==> src/rtl/pipe_cla_pkg.sv <==
// Shared constants and block-carry lookahead for the pipelined 32-bit CLA.
package pipe_cla_pkg;

    localparam int DATA_W       = 32;
    localparam int BLK_W        = 4;
    localparam int HALF_W       = 16;
    localparam int NUM_BLK      = DATA_W / BLK_W;
    localparam int BLK_PER_HALF = NUM_BLK / 2;

    // Four-way carry lookahead. Bit 0 of the result is the carry-in and bit 4
    // is the carry out of the group. Every term is flattened so that no carry
    // ripples through a previous carry.
    function automatic logic [4:0] lookahead4(input logic [3:0] g,
                                              input logic [3:0] p,
                                              input logic       ci);
        logic [4:0] c;
        c[0] = ci;
        c[1] = g[0] | (p[0] & ci);
        c[2] = g[1] | (p[1] & g[0]) | (p[1] & p[0] & ci);
        c[3] = g[2] | (p[2] & g[1]) | (p[2] & p[1] & g[0])
             | (p[2] & p[1] & p[0] & ci);
        c[4] = g[3] | (p[3] & g[2]) | (p[3] & p[2] & g[1])
             | (p[3] & p[2] & p[1] & g[0]) | (p[3] & p[2] & p[1] & p[0] & ci);
        return c;
    endfunction

endpackage

==> src/rtl/cla_4bit.sv <==
// 4-bit carry-lookahead block: local sum plus block generate/propagate,
// which the top-level lookahead uses to form the inter-block carries.
module cla_4bit
    import pipe_cla_pkg::*;
(
    input  logic [BLK_W-1:0] a,
    input  logic [BLK_W-1:0] b,
    input  logic             ci,
    output logic [BLK_W-1:0] s,
    output logic             G,
    output logic             P
);

    logic [BLK_W-1:0] g;
    logic [BLK_W-1:0] p;
    logic [BLK_W:0]   c;

    assign g = a & b;
    assign p = a ^ b;
    assign c = lookahead4(g, p, ci);
    assign s = p ^ c[BLK_W-1:0];

    // Block generate/propagate do not depend on ci, so the upper lookahead
    // level sees no path back through this block's carry-in.
    assign G = g[3] | (p[3] & g[2]) | (p[3] & p[2] & g[1])
             | (p[3] & p[2] & p[1] & g[0]);
    assign P = &p;

endmodule

==> src/rtl/pipe_cla_32bit.sv <==
// Two-stage pipelined 32-bit carry-lookahead adder: {cout, sum} = A + B + cin.
// The low half resolves in stage 1, the high half in stage 2, and the carry
// between the halves is registered between them. RESETn is active-high even
// though its name suggests otherwise.
// Build option: define PIPE_CLA_IN_REG_EN to add an input register stage,
// which raises the latency from 2 to 3 edges.
module pipe_cla_32bit
    import pipe_cla_pkg::*;
(
    input  logic              CLK,
    input  logic              RESETn,
    input  logic [DATA_W-1:0] A,
    input  logic [DATA_W-1:0] B,
    input  logic              cin,
    output logic [DATA_W-1:0] sum,
    output logic              cout
);

    logic [DATA_W-1:0] a_in;
    logic [DATA_W-1:0] b_in;
    logic              cin_in;

`ifdef PIPE_CLA_IN_REG_EN
    // Input capture stage ahead of the adder.
    always_ff @(posedge CLK or posedge RESETn) begin
        if (RESETn) begin
            a_in   <= '0;
            b_in   <= '0;
            cin_in <= 1'b0;
        end else begin
            a_in   <= A;
            b_in   <= B;
            cin_in <= cin;
        end
    end
`else
    assign a_in   = A;
    assign b_in   = B;
    assign cin_in = cin;
`endif

    // Stage 1: low half, combinational from the operands.
    logic [BLK_PER_HALF-1:0] g_lo;
    logic [BLK_PER_HALF-1:0] p_lo;
    logic [BLK_PER_HALF:0]   c_lo;
    logic [HALF_W-1:0]       s_lo;

    assign c_lo = lookahead4(g_lo, p_lo, cin_in);

    for (genvar i = 0; i < BLK_PER_HALF; i++) begin : gen_lo_blk
        cla_4bit u_cla (
            .a  (a_in[i*BLK_W +: BLK_W]),
            .b  (b_in[i*BLK_W +: BLK_W]),
            .ci (c_lo[i]),
            .s  (s_lo[i*BLK_W +: BLK_W]),
            .G  (g_lo[i]),
            .P  (p_lo[i])
        );
    end

    logic [HALF_W-1:0] s1_sum_lo;
    logic              s1_c16;
    logic [HALF_W-1:0] s1_a_hi;
    logic [HALF_W-1:0] s1_b_hi;

    // Stage-1 registers: resolved low half, mid carry, and the untouched high operands.
    always_ff @(posedge CLK or posedge RESETn) begin
        if (RESETn) begin
            s1_sum_lo <= '0;
            s1_c16    <= 1'b0;
            s1_a_hi   <= '0;
            s1_b_hi   <= '0;
        end else begin
            s1_sum_lo <= s_lo;
            s1_c16    <= c_lo[BLK_PER_HALF];
            s1_a_hi   <= a_in[DATA_W-1:HALF_W];
            s1_b_hi   <= b_in[DATA_W-1:HALF_W];
        end
    end

    // Stage 2: high half, combinational from the stage-1 registers.
    logic [BLK_PER_HALF-1:0] g_hi;
    logic [BLK_PER_HALF-1:0] p_hi;
    logic [BLK_PER_HALF:0]   c_hi;
    logic [HALF_W-1:0]       s_hi;

    assign c_hi = lookahead4(g_hi, p_hi, s1_c16);

    for (genvar i = 0; i < BLK_PER_HALF; i++) begin : gen_hi_blk
        cla_4bit u_cla (
            .a  (s1_a_hi[i*BLK_W +: BLK_W]),
            .b  (s1_b_hi[i*BLK_W +: BLK_W]),
            .ci (c_hi[i]),
            .s  (s_hi[i*BLK_W +: BLK_W]),
            .G  (g_hi[i]),
            .P  (p_hi[i])
        );
    end

    // Output registers: the low half is forwarded so both halves land together.
    always_ff @(posedge CLK or posedge RESETn) begin
        if (RESETn) begin
            sum  <= '0;
            cout <= 1'b0;
        end else begin
            sum  <= {s_hi, s1_sum_lo};
            cout <= c_hi[BLK_PER_HALF];
        end
    end

endmodule

==> config.mk <==
export PLATFORM = sky130hd
export DESIGN_NAME = pipe_cla_32bit
export DESIGN_NICKNAME = d
export VERILOG_FILES = /design/src/rtl/pipe_cla_pkg.sv /design/src/rtl/cla_4bit.sv /design/src/rtl/pipe_cla_32bit.sv
export SDC_FILE = /design/constraint.sdc
export NUM_CORES = 1
export LEC_CHECK = 0
export CAP_MARGIN = 20
export CORE_MARGIN = 2
export CORE_UTILIZATION = 50
export DETAILED_ROUTE_END_ITERATION = 8
export PLACE_DENSITY = 0.82
export SETUP_SLACK_MARGIN = 0.1
export SLEW_MARGIN = 20
export SYNTH_ARGS = -nofsm -noshare
export SYNTH_HDL_FRONTEND = slang
export SYNTH_SLANG_ARGS = --single-unit
==> constraint.sdc <==
create_clock -name CLK -period 5.46 [get_ports CLK]
set_input_delay 1.638 -clock CLK [delete_from_list [all_inputs] [get_ports CLK]]
set_output_delay 1.638 -clock CLK [all_outputs]
set_load 0.02 [all_outputs]
==> results of run 1 <==
-- stage by stage --
step	setup WS (ns)	total power (uW)	area (um2)	utilization (%)
after global placement	1.29	1100	4450	69.2
final	1.59	1610	4690	73.0
after detailed placement	1.23	1120	4450	69.2
after CTS	1.61	1630	4690	73.0
after floorplan	1.71	925	3350	-
after global routing	1.47	1690	4690	73.0
-- state kept, by name, summed over array words and instances (netlist names) --
register and flops:
s1_a_hi 16, s1_c16 1, s1_sum_lo 16, sum 32
cout 1, s1_b_hi 16
-- worst paths after layout --
path	start	to	slack (ns)	cells past startpoint
setup / recovery	A[0]	s1_sum_lo[13]$_DFF_PP0_	1.59	10
hold reg to reg	s1_sum_lo[9]$_DFF_PP0_	sum[9]$_DFF_PP0_	0.35	0
max in group asynchronous	RESETn	s1_b_hi[8]$_DFF_PP0_	2.92	3
setup reg to reg	s1_b_hi[0]$_DFF_PP0_	sum[29]$_DFF_PP0_	3.13	7
min in group asynchronous	RESETn	sum[12]$_DFF_PP0_	1.77	2
hold / removal	s1_sum_lo[9]$_DFF_PP0_	sum[9]$_DFF_PP0_	0.35	0
-- cells by family after synthesis --
kind of cell,after synthesis,synth area share [%]
AO/OA/AOI/OAI,41,7.73
buffers and inverters,19,2.13
flip-flops,82,61.2
XOR/XNOR,22,5.75
adder cells (fa/ha/maj),40,16.7
AND/OR/NAND/NOR,41,6.42
-- power by group through the flow --
stage,clock (uW),combinational [uW],sequential [uW]
3_3_place_gp,0,372,730
2_1_floorplan,0,126,799
5_1_grt,552,412,730
6_report,506,379,721
3_5_place_dp,0,381,734
4_1_cts,527,384,723
-- layer usage --
metal  share of wire [%]  vias to the layer above  wire length, um
met3                 9.2                        4              546
met4                0.71                        0               42
li1                    -                     1055                -
met5                   0                        -                0
met1                  37                     1053             2190
met2                  53                       71             3170
-- layout make-up --
class                      count  area share [%]
tap                           77            2.05
inverter                      19            1.57
sequential                    82            43.8
clock buffer                  10            2.94
timing repair buffer         100            21.3
clock inverter                 5            2.19
multi-input combinational    144            26.2
-- cell usage after synthesis --
| cell type | count | area [um2] |
|---|---|---|
| a2111oi_0 | 1 | 8.76 |
| a211o_1 | 2 | 17.5 |
| a211oi_1 | 2 | 15.0 |
| a211oi_2 | 1 | 12.5 |
| a21o_1 | 7 | 52.6 |
| a21oi_1 | 14 | 70.1 |
| a22oi_1 | 1 | 7.51 |
| a31oi_1 | 2 | 12.5 |
| and2_1 | 1 | 6.26 |
| and3_1 | 1 | 6.26 |
| and4_2 | 1 | 10.0 |
| and4_4 | 1 | 11.3 |
| dfrtp_1 | 82 | 2050 |
| fa_1 | 8 | 160 |
| ha_1 | 32 | 400 |
| inv_1 | 19 | 71.3 |
| nand2_1 | 6 | 22.5 |
| nand2b_1 | 2 | 12.5 |
| nand3_1 | 2 | 10.0 |
| nand3b_1 | 1 | 7.51 |
| nand4_1 | 3 | 18.8 |
| nor2_1 | 12 | 45.0 |
| nor2b_1 | 2 | 12.5 |
| nor3_1 | 5 | 25.0 |
| nor4_1 | 1 | 6.26 |
| nor4b_1 | 1 | 8.76 |
| o211ai_1 | 1 | 7.51 |
| o21ai_0 | 8 | 40.0 |
| o21bai_1 | 2 | 15.0 |
| or3_1 | 2 | 12.5 |
| xnor2_1 | 14 | 123 |
| xor2_1 | 8 | 70.1 |
==> run summary, run 1 <==
The run finished, with violations left. The final reports fail on design-rule violations. After filler insertion, the fill cell instance count of the layout stands at 457. Port buffering added 99 buffers.

The library cell used most frequently in the layout, excluding fill and tap cells, is clkdlybuf4s50_1. The tools report the number of pins with negative max-slew slack in the final report as 0. The cell area after technology mapping was 0.00335 mm2; the count of pins on the block boundary was 100. By startpoint and endpoint, the worst setup path is classified as in -> reg.

In the routed layout, each cell is associated on average with a via count of 5.00. Type of element capturing the critical path: a flip-flop. The worst-case IR drop observed on VDD is 0.173 mV.

The post-cts hold buffer count was 0; the measured slew at the worst slew-check pin was 0.687 ns. The final layout contains routed wiring with a total length of 5950 um. The logs give 6 for the total DRC errors in the routed layout and 0 for the initial antenna violation count. After the last flow step, the layout net total stands at 463.

Number of global-route vias before repair: 2326. Data arrives at the worst endpoint at 4.09 ns. For this run, the top clock speed supported by timing is 258 MHz. STA classifies the critical path startpoint as an input port. The horizontal die dimension was 85.9 um. Once layout is complete, the cells apart from fillers number 437. In the global route stage, met3 resource usage came out at 7.99%.

TritonCTS built the clock tree. After layout, the minimum clock period comes to 3.87 ns. The total overflow left after global routing is 0.

Relative contribution of sequential cells to total power: 44.9%. In the layout the commonest cells are clkdlybuf4s50_1, dfrtp_1, ha_1. The number of nets in the synthesized netlist is 352. The detailed placement HPWL is 4690 um, and the switching power share of the total is 25.1%.

Data on the critical path is required at its endpoint by 5.68 ns. Setup repair after global routing left no endpoint under its margin. In this run the static leakage power is 0.00214 uW.

The global-route wire length before repair came out at 9900 um. The total iterations of the first detailed-routing run came out at 8. For the number of CTS-inserted buffers, the log shows 9. Setup total negative slack on the finished layout was measured at 0 ns. The number of antenna diodes in the final layout is 0. The number of buffers and inverters on the critical path was 1.

The share of the yosys chip area belonging to registers is 61.2%. In this run, post-CTS repair resized a total of 0 instances. Entering global routing, the biggest net connects 60 pins. The initial utilization of the core area, before any placement, comes to 52.2%. Routability-driven placement finished with a final weighted congestion of 0.761. The floorplan die area is 0.00737 mm2, and the maximum fanout along the worst path is 5.

Setup violations remaining at the end of the flow were counted as 0. The tools report the cell at the root of the clock tree as clkbuf_8. Synthesis produced 245 cells.

Counting every sink on the clock net gives 82. The number of cell rows is 29, and the deepest level of the CTS H-tree is 3. The sequential cells in the finished layout cover a total of 0.00205 mm2.

Dividing the final minimum period by the clock period gives 70.9%. The combinational power share is 23.6%, and the hold violation count in the final report is 0. Average cell area after synthesis: 13.7 um2. In the global route stage, met2 resource usage came out at 31.4%. The later pin in the worst-skew pair is clocked with a latency of 0.34 ns.

The core region is 0.00642 mm2. The clock slew seen by the registers of the worst setup and hold paths came out at 0.08 ns. The clock network accounts for 31.5% of the total power. The tools report the worst hold margin as 0.346 ns. For the internal power, the log shows 1200 uW. Counting tap cells, the placed design contains a total of 422 instances. The longest clock path from root to sink contains 2 buffers.

The signal on the critical path passes through clkdlybuf4s50_1 > ha_1 > a21oi_1 > o211ai_1 > a211o_1 > and4_2 > nand2_1 > nand3b_1 > fa_1 > xor2_1. Across every metal layer, demand over resource in global routing totals 17.6%. Synthesis instantiated 32 different standard cells from the library. The run gives 18.7% as the met1 track utilization from global routing. The flip-flop and latch count after synthesis is 82. Worst hold path class: reg -> reg.

Relative to the synthesized area, the layout overhead comes to 39.9%. The area of combinational cells with multiple inputs was 0.00123 mm2; the maximum cell stage delay along the critical path was 0.42 ns. The count of max-cap constraint violations is 0. In this run the most used layer during global routing was met2. The number of DRC markers after the initial detailed-route iteration was 50.

The fraction of layout cells with a size suffix above 1 came out at 5.56%. The worst max-slew margin expressed relative to the limit was 54.2%. The kind of cell with the highest combined delay along the critical path is compound AO/OA/AOI/OAI gates.

On the final layout, the worst clock skew is 0.00853 ns. The number of warning messages in the yosys log came out at 0. The chip height is 85.9 um.

The final route contains 2183 vias. Buffers added to address setup during post-CTS repair amount to 0. In this run the power density over the cells is 343 mW/mm2.

The switching power summed over all nets came out at 403 uW. The slowest library cell on the worst path was clkdlybuf4s50_1. The count of nets left with antenna violations after detail routing came out at 0.

In the final routed layout, each cell accounts on average for 13.6 um.
Note: power is estimated with default switching activity, not from simulation.
==> inputs of run 2 (changes only) <==
CORE_UTILIZATION = 47   (was 50)
PLACE_DENSITY = 0.78   (was 0.82)
clock period = 3.6 ns   (was 5.46 ns; I/O delays follow)
==> run summary, run 2 (synthesis results as in run 1) <==
The hold path startpoint was s1_sum_lo[4]$_DFF_PP0_. The floorplan die area was 0.00782 mm2 (+6.1%); the highest attainable clock frequency was 310 MHz. For the placeable core region, the log shows 0.00683 mm2 (+6.4%). The total routed wirelength was 6050 um (+1.6%). The maximum fanout along the worst path was 2 (-3); the number of clock sinks was 82 (unchanged). The worst IR drop on VDD is 0.218 mV (+26%). Detailed-route wire length per cell: 13.2 um (-3.4%). The starting density of the core was 49.0% (-3.1 points). The worst path uses 89.6% of the clock period. The number of input and output port buffers inserted is 99 (unchanged). The logs give 4 (-4) for the total iterations of the first detailed-routing run and 0 (unchanged) for the count of nets left with antenna violations after detail routing.

The horizontal die dimension is 88.4 um (+3.0%). The run gives 0 (unchanged) as the post-CTS setup buffer count. The number of global-route vias before repair was 2308 (-0.77%); the number of cells on the worst reg-to-reg path was 7 (unchanged). The library cell used most frequently in the layout, excluding fill and tap cells, is clkdlybuf4s50_1. Traced cell by cell, the critical path runs through clkdlybuf4s50_1 > ha_1 > and4_4 > a21o_1 > a211o_1 > and4_2 > nand2_1 > nand3b_1 > fa_1 > xor2_1.

In this design, the largest share of critical-path delay is due to adder cells. The endpoint arrival time on the critical path was 3.46 ns (-0.63 ns). The root buffer cell chosen for the clock tree is clkbuf_8.

The clock slew seen by the registers of the worst setup and hold paths came out at 0.08 ns (about the same). The tools report the number of nets at the end of the flow as 466 (+0.65%). The maximum cell stage delay along the critical path is 0.42 ns (about the same), and the total overflow reported by the global router is 0 (unchanged). TritonCTS built the clock tree. Subtracting the final worst setup slack from the clock period gives 3.23 ns.

The worst register-to-register path ends at sum[29]$_DFF_PP0_. The worst max-slew margin expressed relative to the limit is 48.6% (-5.6 points). The run gives 4770 um (+1.8%) as the detailed placement HPWL. The tools report the post-cts hold buffer count as 0 (unchanged). Setup repair after global routing left no endpoint under its margin. For the hold violation count in the final report, the log shows 0 (unchanged). The flip-flop count of the largest register, all copies and words added was 32 (unchanged); the synthesis-to-finish area growth was 40.8%. The kind of start point of the critical path is an input port. The count of pins on the block boundary was 100 (unchanged).

The slowest library cell on the worst path was clkdlybuf4s50_1. The total DRC errors in the routed layout was 0 (-6). The worst setup path is captured at a flip-flop. The logs give 1.32 ns (-1.81 ns) for the reg-to-reg setup timing slack and 537 (+18%) for the filler cell count. For the number of cell rows, the log shows 30 (+3.4%). The setup violation total in the final timing report was 0 (unchanged); the deepest level of the CTS H-tree was 3 (unchanged). The register with the most flip-flops in the final layout is sum.

The number of pins with negative max-slew slack in the final report is 0 (unchanged). The worst register-to-register path begins at s1_b_hi[0]$_DFF_PP0_. The run gives 0 (unchanged) as the initial antenna violation count.

The worst hold path class is reg -> reg. The number of DRC markers after the initial detailed-route iteration came out at 36 (-28%). The chip height is 88.4 um (+3.0%), and the fraction of layout cells with a size suffix above 1 is 5.49% (-0.061 points). The insertion delay to the later sink of the worst-skew pair is 0.34 ns (about the same). The number of cells on the worst hold path was 0 (unchanged).

The routability-driven placement congestion ratio was 0.816 (+7.2%). The maximum buffer depth of the clock tree is 2 (unchanged), and the leakage dissipation is 0.00215 uW (+0.26%). The number of vias per cell is 4.75 (-5.0%). The path with the worst hold slack has its endpoint at sum[4]$_DFF_PP0_. For the post-CTS resize count, the log shows 0 (unchanged). The power consumption was 2380 uW (+48%); the number of buffers and inverters on the critical path was 1 (unchanged). Total number of vias: 2183 (unchanged).

Global-route usage over all layers: 16.8% (-0.82 points). The maximum number of pins on one net before global-route repair came out at 47 (-22%). The global-route wire length before repair was 9780 um (-1.3%). The run finished with clean final reports. The required arrival time at the worst endpoint is 3.83 ns (-1.85 ns), and the measured slew at the worst slew-check pin is 0.770 ns (+0.0827 ns).

The worst clock skew on the final layout was 0.00546 ns (-0.00307 ns); the final standard cell utilization of the core was 69.1% (-3.9 points). The power density over cell area came out at 504 mW/mm2 (+47%). In the layout the commonest cells are clkdlybuf4s50_1, dfrtp_1, ha_1.

The number of CTS-inserted buffers was 9 (unchanged); the setup TNS was 0 ns (unchanged). The count of max-cap constraint violations was 0 (unchanged); the number of antenna cells inserted was 0 (unchanged). Class of the most critical setup path: in -> reg.
## run 2: changes by cell type in the layout (fill, tap and decap cells not counted), sizes merged
cell,previous run,this run
buf,1,4
bufinv,3,2
clkbuf,10,14
clkinvlp,1,0
inv,19,18
## run 2: worst max path at each step
stage / startpoint / end / slack [ns] / cells after the start
floorplan: RESETn / cout$_DFF_PP0_ / 0.41 / 1
global placement: A[5] / s1_sum_lo[13]$_DFF_PP0_ / 0.08 / 10
detailed placement: A[4] / s1_sum_lo[13]$_DFF_PP0_ / 0.03 / 10
CTS: A[5] / s1_sum_lo[13]$_DFF_PP0_ / 0.40 / 10
global route: A[5] / s1_sum_lo[13]$_DFF_PP0_ / 0.29 / 10
finish: A[4] / s1_sum_lo[13]$_DFF_PP0_ / 0.37 / 10
## run 2: layer usage
| metal | GRT usage, % | share of wire, % |
|---|---|---|
| met3 | 5.78 | 8.4 |
| met5 | 0 | 0 |
| met4 | 7.85 | 1.9 |
| met2 | 29.6 | 52 |
| met1 | 18.1 | 37 |
## run 2: power by group
part	total, uW	leakage, uW	switching [uW]	internal [uW]
logic	580	0.00109	279	300
clock network	705	0.000105	293	411
registers	1090	0.000956	38.4	1060
total	2380	0.00215	611	1770
## run 2: metrics by stage
step / std cells / setup WS [ns] / instance area [um2] / hold slack [ns]
final: 460 / 0.373 / 4720 / 0.349
after global routing: 460 / 0.286 / 4720 / 0.354
after CTS: 460 / 0.401 / 4720 / 0.353
after detailed placement: 444 / 0.0327 / 4510 / 0.336
after global placement: 444 / 0.0823 / 4510 / 0.332
after floorplan: 245 / 0.412 / 3350 / 0.331
## run 2: area by class of cell
class	instances	area [um2]	share of cell area (%)
inverter	19	72.6	1.54
tap	96	120	2.55
multi-input combinational	144	1230	26.0
timing repair buffer	103	1030	21.9
sequential	82	2050	43.5
clock inverter	2	60.1	1.27
clock buffer	14	153	3.24
## run 2: worst register-to-register path, delay by kind of cell (launching register included)
| kind | cells | cell delay (ns) |
|---|---|---|
| DFF | 1 | 0.40 |
| and+or+nand+nor | 1 | 0.15 |
| xor gates and xnor gates | 1 | 0.18 |
| AOI/OAI and AO/OA | 3 | 0.67 |
| adders and majority gates | 2 | 0.78 |
==> inputs of run 3 (changes only) <==
PLACE_DENSITY = 0.8   (was 0.78)
==> run summary, run 3 (synthesis results as in run 1) <==
The total cell area at the placement stage is 0.00450 mm2 (-0.17%). The maximum cell stage delay along the critical path was 0.41 ns (about the same). The family of cells with the greatest summed delay on the critical path was adder cells. Power density over cell area: 504 mW/mm2 (about the same). The measured slew at the worst slew-check pin works out to 0.576 ns (-0.194 ns). The number of pins with negative max-slew slack in the final report was 0 (unchanged). The detailed placement HPWL was 4760 um (-0.23%). The global-route usage over all layers is 17.0% (+0.21 points).

Leaving out fill and tap cells, the most frequent cell in the layout is clkdlybuf4s50_1. The leakage dissipation is 0.00214 uW (-0.21%), and the switching power summed over all nets is 635 uW (+3.9%). The total routed wirelength is 6050 um (about the same). The final critical path time including I/O delays and setup was 3.24 ns (+0.0138 ns).

The post-layout instance area is 0.00472 mm2 (about the same). The logs give 0.190 mV (-13%) for the worst IR drop on VDD and 0 (unchanged) for the post-CTS setup buffer count. Among all stages on the critical path, the largest delay is contributed by clkdlybuf4s50_1. The global-route wire length before repair was 9890 um (+1.1%); the hold violation count in the final report was 0 (unchanged). For the number of cell rows, the log shows 30 (unchanged). The detailed-route wire length per cell was 13.2 um (+0.23%). Deepest level of the CTS H-tree: 3 (unchanged).

The number of buffers and inverters on the critical path came out at 1 (unchanged). The number of DRC markers after the initial detailed-route iteration was 37 (+2.8%). The maximum fanout along the worst path is 4 (+2), and the endpoint arrival time on the critical path is 3.46 ns (about the same). The logs give 4 (unchanged) for the total iterations of the first detailed-routing run and 1740 uW (-1.3%) for the internal power. The total DRC errors in the routed layout is 0 (unchanged). The number of antenna cells inserted was 0 (unchanged).

The count of pins on the block boundary is 100 (unchanged), and the highest attainable clock frequency is 309 MHz (-0.43%). The tools report the cell at the root of the clock tree as clkbuf_8. The number of nets at the end of the flow is 465 (-0.21%), and the horizontal die dimension is 88.4 um (unchanged). The synthesis-to-finish area growth works out to 40.7% (about the same). Top register by number of flip-flops: sum. Setup repair after global routing left no endpoint under its margin. Flip-flop count of the largest register, all copies and words added: 32 (unchanged). TritonCTS built the clock tree. For the number of CTS-inserted buffers, the log shows 9 (unchanged). The critical path in this run is classified as in -> reg. The post-CTS resize count is 0 (unchanged), and the number of input and output port buffers inserted is 99 (unchanged). The logs give 0 (unchanged) for the count of nets left with antenna violations after detail routing and 0.00782 mm2 (unchanged) for the floorplan die area.

For the routability-driven placement congestion ratio, the log shows 0.829 (+1.7%). The switching power share of the total was 26.7% (+0.99 points); the combinational power share was 24.3% (about the same). The logs give 2203 (+0.92%) for the total number of vias and 0 (unchanged) for the setup violation total in the final timing report. The tools report the maximum buffer depth of the clock tree as 2 (unchanged).

The worst hold path class was reg -> reg. Worst hold margin: 0.343 ns (-0.00631 ns). The number of clock sinks was 82 (unchanged).

For the post-cts hold buffer count, the log shows 0 (unchanged). The initial antenna violation count is 0 (unchanged). The share of power burned in the clock network came out at 29.7% (about the same). The maximum number of pins on one net before global-route repair is 50 (+6.4%), and the worst max-slew margin expressed relative to the limit is 61.5% (+13 points).

The placeable core region was 0.00683 mm2 (unchanged); the insertion delay to the later sink of the worst-skew pair was 0.34 ns (about the same). The fraction of layout cells with a size suffix above 1 works out to 6.34% (+0.84 points). The clock slew seen by the registers of the worst setup and hold paths works out to 0.08 ns (about the same). The filler cell count is 519 (-3.4%).

Traced cell by cell, the critical path runs through clkdlybuf4s50_1 > ha_1 > and4_4 > a21o_1 > a211o_1 > and4_2 > nand2_1 > nand3b_1 > fa_1 > xor2_1. The relative contribution of sequential cells to total power is 46.0% (about the same), and the number of vias per cell is 4.80 (+1.1%). The total overflow reported by the global router is 0 (unchanged), and the worst clock skew on the final layout is 0.00815 ns (+0.00269 ns).

STA classifies the critical path endpoint as a flip-flop. The chip height was 88.4 um (unchanged); the starting density of the core was 49.0% (unchanged). The setup TNS came out at 0 ns (unchanged).

The worst setup path is launched from an input port. The flow ran to the end, and the final reports show no timing, DRC or antenna violations. The required arrival time at the worst endpoint was 3.82 ns (about the same). The post-route clock period utilization is 90.0% (+0.38 points), and the number of global-route vias before repair is 2360 (+2.3%). For the count of max-cap constraint violations, the log shows 0 (unchanged).

Leaving out fill and tap cells, the most frequent cells in the layout are clkdlybuf4s50_1, dfrtp_1, ha_1.
[run 3: area by class of cell]
class / instances / area [um2] / area share (%)
clock buffer: 9 / 124 / 2.63
clock inverter: 7 / 93.8 / 1.99
inverter: 19 / 72.6 / 1.54
multi-input combinational: 144 / 1230 / 26.0
sequential: 82 / 2050 / 43.5
tap: 96 / 120 / 2.55
timing repair buffer: 102 / 1030 / 21.8
[run 3: worst register-to-register path, delay by kind of cell, from the launching register on]
family / cells / cell delay (ns)
AND/OR/NAND/NOR: 1 / 0.15
XOR/XNOR: 1 / 0.17
AO/OA/AOI/OAI: 3 / 0.66
adder cells (fa/ha/maj): 2 / 0.77
flip-flops: 1 / 0.38
[run 3: metrics by stage]
step           total power, uW  util, %  std cells  worst slack [ns]
3_5_place_dp              1700     65.8        443           0.00900
6_report                  2380     69.0        459             0.360
3_3_place_gp              1680     65.8        443            0.0832
4_1_cts                   2410     69.0        459             0.371
2_1_floorplan             1400        -        245             0.412
5_1_grt                   2510     69.0        459             0.246
[run 3: power groups by stage]
stage / Sequential (uW) / Clock [uW] / Combinational, uW
after floorplan: 1210 / 0 / 191
after global placement: 1110 / 0 / 570
after detailed placement: 1110 / 0 / 584
after CTS: 1100 / 730 / 588
after global routing: 1110 / 767 / 632
final: 1090 / 706 / 579
[run 3: worst paths after layout]
path	from	to	cells after the start	slack (ns)
worst max-delay path	A[5]	s1_sum_lo[13]$_DFF_PP0_	10	0.36
worst min-delay path	s1_sum_lo[13]$_DFF_PP0_	sum[13]$_DFF_PP0_	0	0.34
worst max register to register	s1_b_hi[0]$_DFF_PP0_	sum[29]$_DFF_PP0_	7	1.36
worst min register to register	s1_sum_lo[13]$_DFF_PP0_	sum[13]$_DFF_PP0_	0	0.34
max in group asynchronous	RESETn	s1_b_hi[3]$_DFF_PP0_	3	1.86
min in group asynchronous	RESETn	sum[12]$_DFF_PP0_	2	1.10
[run 3: metal layers]
layer | global-route usage, % | wire, um
met1 | 18.1 | 2320
met2 | 30.2 | 3140
met3 | 5.88 | 496
met4 | 7.85 | 98
met5 | 0 | 0
